===== src/rtl/sa_out_deskew.sv =====
// Deskews the systolic array's bottom-row output into aligned rows and queues them for writeback.
// Optional define OB_RELU_EN rectifies negative elements as they are written into the FIFO.
module sa_out_deskew #(
  parameter int unsigned N_COL   = 4,
  parameter int unsigned L_WIDTH = 32,
  parameter int unsigned DEPTH   = 4
) (
  input  logic                         OB_clk,
  input  logic                         OB_rst,
  input  logic                         OB_clear,
  input  logic                         OB_mode,
  input  logic [N_COL-1:0]             OB_en_in,
  input  logic [N_COL*L_WIDTH-1:0]     OB_data_in,
  input  logic [15:0]                  OB_cfg_rows,
  output logic                         OB_out_valid,
  input  logic                         OB_out_ready,
  output logic [N_COL*L_WIDTH-1:0]     OB_out_data,
  output logic                         OB_out_last,
  output logic                         OB_done,
  output logic                         OB_ovf,
  output logic                         OB_skew_err,
  output logic [$clog2(DEPTH+1)-1:0]   OB_count
);

  localparam int unsigned DW = N_COL * L_WIDTH;
  localparam int unsigned CW = $clog2(DEPTH + 1);
  localparam int unsigned PW = $clog2(DEPTH);

  logic             sclr;
  logic [N_COL-1:0] qual;
  logic [N_COL-1:0] av;
  logic [DW-1:0]    ad;
  logic [DW-1:0]    wdata;

  assign sclr = OB_rst | OB_clear;
  assign qual = OB_en_in & ~{N_COL{OB_mode}};

  // Column c is delayed N_COL-1-c cycles so every column of a row meets the last one.
  for (genvar c = 0; c < N_COL; c++) begin : g_col
    localparam int unsigned DLY = N_COL - 1 - c;
    if (DLY == 0) begin : g_direct
      assign av[c]                   = qual[c];
      assign ad[c*L_WIDTH +: L_WIDTH] = OB_data_in[c*L_WIDTH +: L_WIDTH];
    end else begin : g_dly
      logic [DLY-1:0]     v_q;
      logic [L_WIDTH-1:0] d_q [DLY];
      always_ff @(posedge OB_clk) begin
        if (sclr) begin
          v_q <= '0;
          for (int i = 0; i < DLY; i++) d_q[i] <= '0;
        end else begin
          v_q[0] <= qual[c];
          d_q[0] <= OB_data_in[c*L_WIDTH +: L_WIDTH];
          for (int i = 1; i < DLY; i++) begin
            v_q[i] <= v_q[i-1];
            d_q[i] <= d_q[i-1];
          end
        end
      end
      assign av[c]                    = v_q[DLY-1];
      assign ad[c*L_WIDTH +: L_WIDTH] = d_q[DLY-1];
    end
  end

  always_comb begin
    wdata = ad;
`ifdef OB_RELU_EN
    for (int c = 0; c < N_COL; c++) begin
      if (ad[c*L_WIDTH + L_WIDTH - 1]) wdata[c*L_WIDTH +: L_WIDTH] = '0;
    end
`endif
  end

  logic [DW-1:0] mem [DEPTH];
  logic [PW-1:0] wp_q, wp_d, rp_q, rp_d;
  logic [CW-1:0] count_q, count_d;
  logic [15:0]   rowcnt_q, rowcnt_d;
  logic          valid_q, valid_d, last_q, last_d;
  logic [DW-1:0] head_q, head_d;
  logic          done_q, ovf_q, skew_q;
  logic          all_v, any_v, full, pop, push, drop, last_pop;

  // Head, valid and last are kept as registers so the output face is glitch-free.
  always_comb begin
    all_v    = &av;
    any_v    = |av;
    full     = (count_q == CW'(DEPTH));
    pop      = valid_q & OB_out_ready;
    last_pop = pop & last_q;
    push     = all_v & (~full | pop);
    drop     = all_v & full & ~pop;
    wp_d     = wp_q + PW'(push);
    rp_d     = rp_q + PW'(pop);
    count_d  = count_q + CW'(push) - CW'(pop);
    rowcnt_d = rowcnt_q;
    if (pop) rowcnt_d = last_pop ? 16'd0 : rowcnt_q + 16'd1;
    valid_d  = (count_d != '0);
    head_d   = '0;
    if (valid_d) head_d = (push && (wp_q == rp_d)) ? wdata : mem[rp_d];
    last_d   = valid_d & (OB_cfg_rows != 16'd0) & (rowcnt_d == OB_cfg_rows - 16'd1);
  end

  always_ff @(posedge OB_clk) begin
    if (push) mem[wp_q] <= wdata;
  end

  always_ff @(posedge OB_clk) begin
    if (sclr) begin
      wp_q     <= '0;
      rp_q     <= '0;
      count_q  <= '0;
      rowcnt_q <= '0;
      valid_q  <= 1'b0;
      head_q   <= '0;
      last_q   <= 1'b0;
      done_q   <= 1'b0;
      ovf_q    <= 1'b0;
      skew_q   <= 1'b0;
    end else begin
      wp_q     <= wp_d;
      rp_q     <= rp_d;
      count_q  <= count_d;
      rowcnt_q <= rowcnt_d;
      valid_q  <= valid_d;
      head_q   <= head_d;
      last_q   <= last_d;
      done_q   <= last_pop;
      ovf_q    <= ovf_q | drop;
      skew_q   <= skew_q | (any_v & ~all_v);
    end
  end

  assign OB_out_valid = valid_q;
  assign OB_out_data  = head_q;
  assign OB_out_last  = last_q;
  assign OB_done      = done_q;
  assign OB_ovf       = ovf_q;
  assign OB_skew_err  = skew_q;
  assign OB_count     = count_q;

endmodule


===== config.mk =====
export PLATFORM = sky130hd
export DESIGN_NAME = sa_out_deskew
export DESIGN_NICKNAME = d
export VERILOG_FILES = /design/src/rtl/sa_out_deskew.sv
export SDC_FILE = /design/constraint.sdc
export NUM_CORES = 1
export LEC_CHECK = 0
export ABC_AREA = 1
export CORE_MARGIN = 2
export CORE_UTILIZATION = 34
export CTS_CLUSTER_DIAMETER = 120
export DETAILED_ROUTE_END_ITERATION = 8
export PLACE_DENSITY_LB_ADDON = 0.1
export SYNTH_ARGS = -nofsm -noshare
export SYNTH_HDL_FRONTEND = slang
export SYNTH_SLANG_ARGS = --single-unit

===== constraint.sdc =====
create_clock -name OB_clk -period 11.2 [get_ports OB_clk]
set_input_delay 1.68 -clock OB_clk [delete_from_list [all_inputs] [get_ports OB_clk]]
set_output_delay 1.68 -clock OB_clk [all_outputs]
set_load 0.02 [all_outputs]

**Word level (Yosys, flattened, before mapping)**

Memories as Yosys holds them, arrays and structs flattened. A register that Yosys moved wholly into a read port is not among the register bits.
Index checks and enable logic that the tools add are counted.

- $add $sub $neg: 6
- Equality and inequality tests: 2
- Mux-type cells: 14
- Bitwise logic cells: 23
- Reduce and logical (&&, ||, !) cells: 6

Operators by type and width:

| operator | count |
|---|---|
| 32-bit 2-to-1 mux | 6 |
| 16-bit 2-to-1 mux | 2 |
| 32-bit OR reduction | 1 |
| 16-bit by 1-bit adder with 16-bit output, second input constant | 1 |
| 16-bit equality test | 1 |
| 16-bit nonzero test | 1 |
| 16-bit by 1-bit subtractor with 16-bit output, second input constant | 1 |
| 1-bit bitwise OR | 9 |
| 1-bit bitwise AND | 8 |
| 1-bit 2-to-1 mux | 6 |
| 2-bit by 1-bit adder with 2-bit output | 2 |
| 4-bit bitwise AND | 1 |
| 1-bit inverter | 4 |
| 4-bit inverter | 1 |
| 4-bit AND reduction | 1 |
| 4-bit OR reduction | 1 |
| 3-bit by 1-bit adder with 3-bit output | 1 |
| 3-bit equality test, second input constant | 1 |
| 3-bit nonzero test | 1 |
| 3-bit by 1-bit subtractor with 3-bit output | 1 |
| 2-bit OR reduction | 1 |

- Bits in registers: 34
- Memory bits (writable): 704
- Bits of input ports: 153
- Output and inout bits: 136
- Word-level logic and storage cells: 67
- Memories kept: 4

Memories:

| memory | words | width | rd ports | clocked after Yosys merged registers in | wr ports | RTL line | text |
|---|---|---|---|---|---|---|---|
| mem | 4 | 128 | 1 | 1 | 1 | 74 | `logic [DW-1:0] mem [DEPTH];` |
| g_col[0].g_dly.d_q | 3 | 32 | 3 | 0 | 3 | 46 | `logic [L_WIDTH-1:0] d_q [DLY];` |
| g_col[1].g_dly.d_q | 2 | 32 | 2 | 0 | 2 | 46 |  |
| g_col[2].g_dly.d_q | 1 | 32 | 1 | 0 | 1 | 46 |  |

**Logic depth before layout (Yosys ltp)**

- Word-level depth: 9
- Gate-level depth with buffers: 20

**Worst setup path after synthesis**

OpenSTA, ideal clock, no wires.

- Path type: in2reg
- Start: input OB_mode
- End: memory mem[0][0] in the netlist's numbering, enable pin
- Setup time: 0.616 ns
- Data arrival time: 7.705 ns
- Data required time: 10.584 ns
- Path slack: 2.879 ns
- Stages: 6
- Buffers on the path: 0
- Cells stage by stage: inv_2 -> nand2_1 -> nor2_1 -> nand2_2 -> or2_2 -> nor2_1

- Word-level cells in the longest chain between the ends: 6

RTL lines:

| element | RTL line | text |
|---|---|---|
| from (decl) | 11 | `input logic OB_mode,` |
| 4-bit inverter | 36 | `assign qual = OB_en_in & ~{N_COL{OB_mode}};` |
| 4-bit bitwise AND | 36 |  |
| 4-bit AND reduction | 85 | `all_v = &av;` |
| 1-bit bitwise AND | 90 | `push = all_v & (~full \| pop);` |
| 1-bit 2-to-1 mux | 104 | `if (push) mem[wp_q] <= wdata;` |
| 1-bit 2-to-1 mux (not written as such) | 104 |  |
| to (decl) | 74 |  |

No other way between the ends.

**Worst setup path in the final report**

- Start: input OB_out_ready
- End: register head_q[115] (netlist: OB_out_data[115]) (read register of mem)

- Word-level cells in the longest chain between the ends: 8

RTL lines:

| element | RTL line | text |
|---|---|---|
| from (decl) | 16 | `input logic OB_out_ready,` |
| 1-bit bitwise AND * | 88 | `pop = valid_q & OB_out_ready;` |
| 1-bit bitwise OR | 90 |  |
| 1-bit bitwise AND | 90 |  |
| 3-bit by 1-bit adder with 3-bit output | 94 | `count_d = count_q + CW'(push) - CW'(pop);` |
| 3-bit by 1-bit subtractor with 3-bit output | 94 |  |
| 3-bit nonzero test | 97 | `valid_d = (count_d != '0);` |
| 1-bit inverter (no source line) | - |  |
| 2-bit OR reduction (no source line) | - |  |
| to (decl) | 79 | `logic [DW-1:0] head_q, head_d;` |

Every way passes the cells marked *; elsewhere a longest branch is shown, timed or not.
A chain may end at the register's enable or synchronous reset.

==> key figures <==
Timing
  • Setup TNS: 0 ns
  • Layout Skew: 0.0278 ns
  • Final period utilization: 0.488
  • Min Hold Slack: 0.396 ns
  • Final worst slack: about 5.7 ns
  • Slew Viols, Final: 0
  • Unrepaired setup endpoints after global routing: no
  • Actual slew at the worst max-slew pin: 1.13 ns
  • Max_slew headroom: 0.247
  • Final setup violation count: 0
  • Tmin final: 5.46 ns
  • Fmax: between 150 and 200 MHz
  • Hold Fails Final Rpt: 0

Synth
  • Sequential area share after synthesis: 0.699
  • Syn_nets: about 3200
  • Mapped Cells: 3019
  • Number of synthesized register bits: 866
  • Syn avg cell area: 10.6 um2
  • Ys Warns: 0
  • Largest family of logic cells by synthesized area: simple AND/OR/NAND/NOR gates
  • Adder and majority cell fraction of the synthesized area: 0.00335
  • Post-synthesis mux area share: 0.0449
  • Post-Synth Simple-Gate Area: 0.174
  • FFs w/ async S/R, synth: 0
  • Ys flop type: edfxtp_1
  • Xor-xnor portion of the synthesized cell area: 0.00432
  • Synthesized area: 32100 um2
  • Netlist cell types: 34
  • Compound-Gate Fraction of Synth Area: 0.0231
  • EDFF count, synth: 512

Route
  • DRT Pass-1 Iters: 5
  • DRC viols: 0
  • Routed Antenna Nets: 0
  • DR vias/cell: 4.44
  • DR WL/cell: approximately 17 um
  • WL final: 79400 um
  • DR iter-0 viols: 1067
  • Via count: 20500

Setup path
  • Slowest stage delay, CP: between 0.7 and 0.8 ns
  • Crit start category: primary input
  • CP endpoint kind: register
  • Worst EP required: 11.78 ns
  • Critical path launch point: OB_out_ready
  • Worst R2R Path Depth: 17
  • Crit path cell chain: clkdlybuf4s50_1 -> nand2_2 -> inv_4 -> nor3_2 -> inv_2 -> nand2_2 -> ha_1 -> inv_1 -> ha_1 -> fa_1 -> nand3b_1 -> nand3_1 -> nand2_2 -> buf_4 -> inv_4 -> buf_4 -> o21ai_0 -> nor2_1
  • Slowest CP cell: buf_4
  • Crit path DAT: 6.04 ns
  • Worst reg2reg setup slack: 6.86 ns
  • RR Endpoint: OB_out_data[115]$_SDFF_PP0_
  • R2R Path Start: OB_out_valid$_SDFF_PP0_
  • Most used cell, CP: nand2_2
  • Setup Crit Path Kind: primary input to register
  • Worst setup path endpoint: OB_out_data[115]$_SDFF_PP0_
  • CP Max Fanout: 56

Die
  • Die X: 311 um
  • Starting Density: 0.344
  • Die Y: 311 um
  • Core Rows: 112
  • Core footprint: between 90000 and 100000 um2
  • Die Area: approximately 97000 um2
  • Ports: about 290

CTS
  • Post-CTS Resized: 0
  • Clock buffer depth: 3
  • Worst-Skew Late Latency: ~0.65 ns
  • CTS root buf: clkbuf_16
  • CTS tree: yes
  • Num CTS Buffers: 95
  • H-tree depth: 3
  • Clock sinks: 866
  • Hold-fix buffers, CTS: 0
  • Post-CTS Setup Inserts: 0
  • Clk slew on worst S/H paths: 0.06 ns

Run status
  • Outcome: completed

Pwr
  • Power density over cell area: 167 nW/um2
  • Peak VDD IR: approximately 0.10 mV
  • P_leak: 15.6 nW
  • Overall power: 6.53 mW

Finish
  • Most frequent cells in the layout: nand2_1 (925), edfxtp_1 (512), nor2_1 (474), dfxtp_1 (354), clkdlybuf4s50_1 (288)
  • Final #Nets: 3448
  • Register area: 22500 um2
  • Synth-to-Final Area Change: 22.1%
  • Final instance area: 39200 um2
  • Non-filler cells, final: 4623
  • Area of the multi-input gates: 8080 um2
  • Core Util, Final: 0.420
  • Commonest non-fill, non-tap cell in the layout: nand2_1
  • Layout filler cell count: 8876
  • Share of cells above drive strength 1: 0.0929

Min path
  • Hold Path Class: register to register
  • Hold path depth: 2

GRT
  • Pin count of the biggest net entering global routing: 168
  • Vias in the first global route: 20900
  • Gr usage total: 0.163
  • Remaining global-route overflow: 0
  • Initial antenna violation count: 1
  • First-pass GRT wire length: 122000 um

Placed design
  • Worst slack, placed: 4.99 ns
  • DP HPWL: 43200 um
  • Port bufs: 288
  • Placed cell count: 4444
  • Cell Area, Placed: 36200 um2
  • Gp weighted congestion: 0.776

Job
  • Max_cap viols: 0
where the power goes:
group / leakage (nW) / switching, mW / internal [mW]
registers: 7.52 / 0.0116 / 3.37
clock network: 1.49 / 1.24 / 1.79
logic: 6.55 / 0.0599 / 0.0612
total: 15.6 / 1.31 / 5.22
kinds of logic after synthesis:
group,after synthesis
AO/OA/AOI/OAI,145
XOR/XNOR,15
adder cells (fa/ha/maj),8
buffers and inverters,395
flip-flops,866
multiplexers,128
AND/OR/NAND/NOR,1462
layer usage:
metal | vias to the layer above | share of wire | GRT usage
met5 | - | 0 | 0
met4 | 0 | 0.022 | 0.0461
met3 | 119 | 0.049 | 0.0328
met2 | 415 | 0.48 | 0.278
met1 | 9806 | 0.45 | 0.209
li1 | 10200 | - | -
synth_stat cells, types with 3 or more instances:
master / instances / area [um2]
ha_1: 7 / 87.6
dfxtp_1: 354 / 7090
o21bai_1: 4 / 30.0
buf_6: 5 / 56.3
mux2_2: 128 / 1440
o21ai_0: 86 / 430
nand2_1: 926 / 3480
xor2_1: 10 / 87.6
nor2_1: 478 / 1790
nand4_1: 6 / 37.5
inv_1: 251 / 942
buf_4: 11 / 82.6
nand3_1: 41 / 205
clkbuf_1: 57 / 214
a21oi_1: 33 / 165
nand2_2: 3 / 18.8
xnor2_1: 4 / 35.0
buf_1: 13 / 48.8
nor2_2: 3 / 18.8
inv_2: 4 / 15.0
edfxtp_1: 512 / 15400
o21ai_1: 20 / 100
buf_2: 52 / 260
layout make-up:
type | instances | area share
tap | 1254 | 0.0400
clock buffer | 142 | 0.0703
antenna | 1 | 0.0000638
clock inverter | 36 | 0.00785
timing repair buffer | 309 | 0.0778
multi-input combinational | 1758 | 0.206
sequential | 866 | 0.573
inverter | 257 | 0.0252
critical path: cells and delay by family:
kind	cells	cell delay, ns
buffers and inverters	7	2.37
adder cells (fa/ha/maj)	3	0.91
AND/OR/NAND/NOR	7	0.80
AO/OA/AOI/OAI	1	0.22
flip-flops by register name, summed over array words and instances (netlist names):
name             cells
mem                512
OB_count             3
wp_q                 2
rowcnt_q            16
OB_done              1
rp_q                 2
OB_out_last          1
OB_out_data        128
g_col.g_dly.d_q    192
OB_out_valid         1
g_col.g_dly.v_q      6
OB_skew_err          1
OB_ovf               1
worst min path at each step:
| stage | from | end |
|---|---|---|
| after floorplan | g_col[0].g_dly.d_q[0][0]$_SDFF_PP0_ | g_col[0].g_dly.d_q[0][32]$_SDFF_PP0_ |
| after global placement | g_col[0].g_dly.d_q[0][49]$_SDFF_PP0_ | g_col[0].g_dly.d_q[0][81]$_SDFF_PP0_ |
| after detailed placement | g_col[0].g_dly.d_q[0][23]$_SDFF_PP0_ | g_col[0].g_dly.d_q[0][55]$_SDFF_PP0_ |
| after CTS | g_col[1].g_dly.d_q[0][0]$_SDFF_PP0_ | g_col[1].g_dly.d_q[0][32]$_SDFF_PP0_ |
| after global routing | g_col[1].g_dly.d_q[0][1]$_SDFF_PP0_ | g_col[1].g_dly.d_q[0][33]$_SDFF_PP0_ |
| final | g_col[1].g_dly.d_q[0][0]$_SDFF_PP0_ | g_col[1].g_dly.d_q[0][32]$_SDFF_PP0_ |
(Power assumes the default switching activity.)
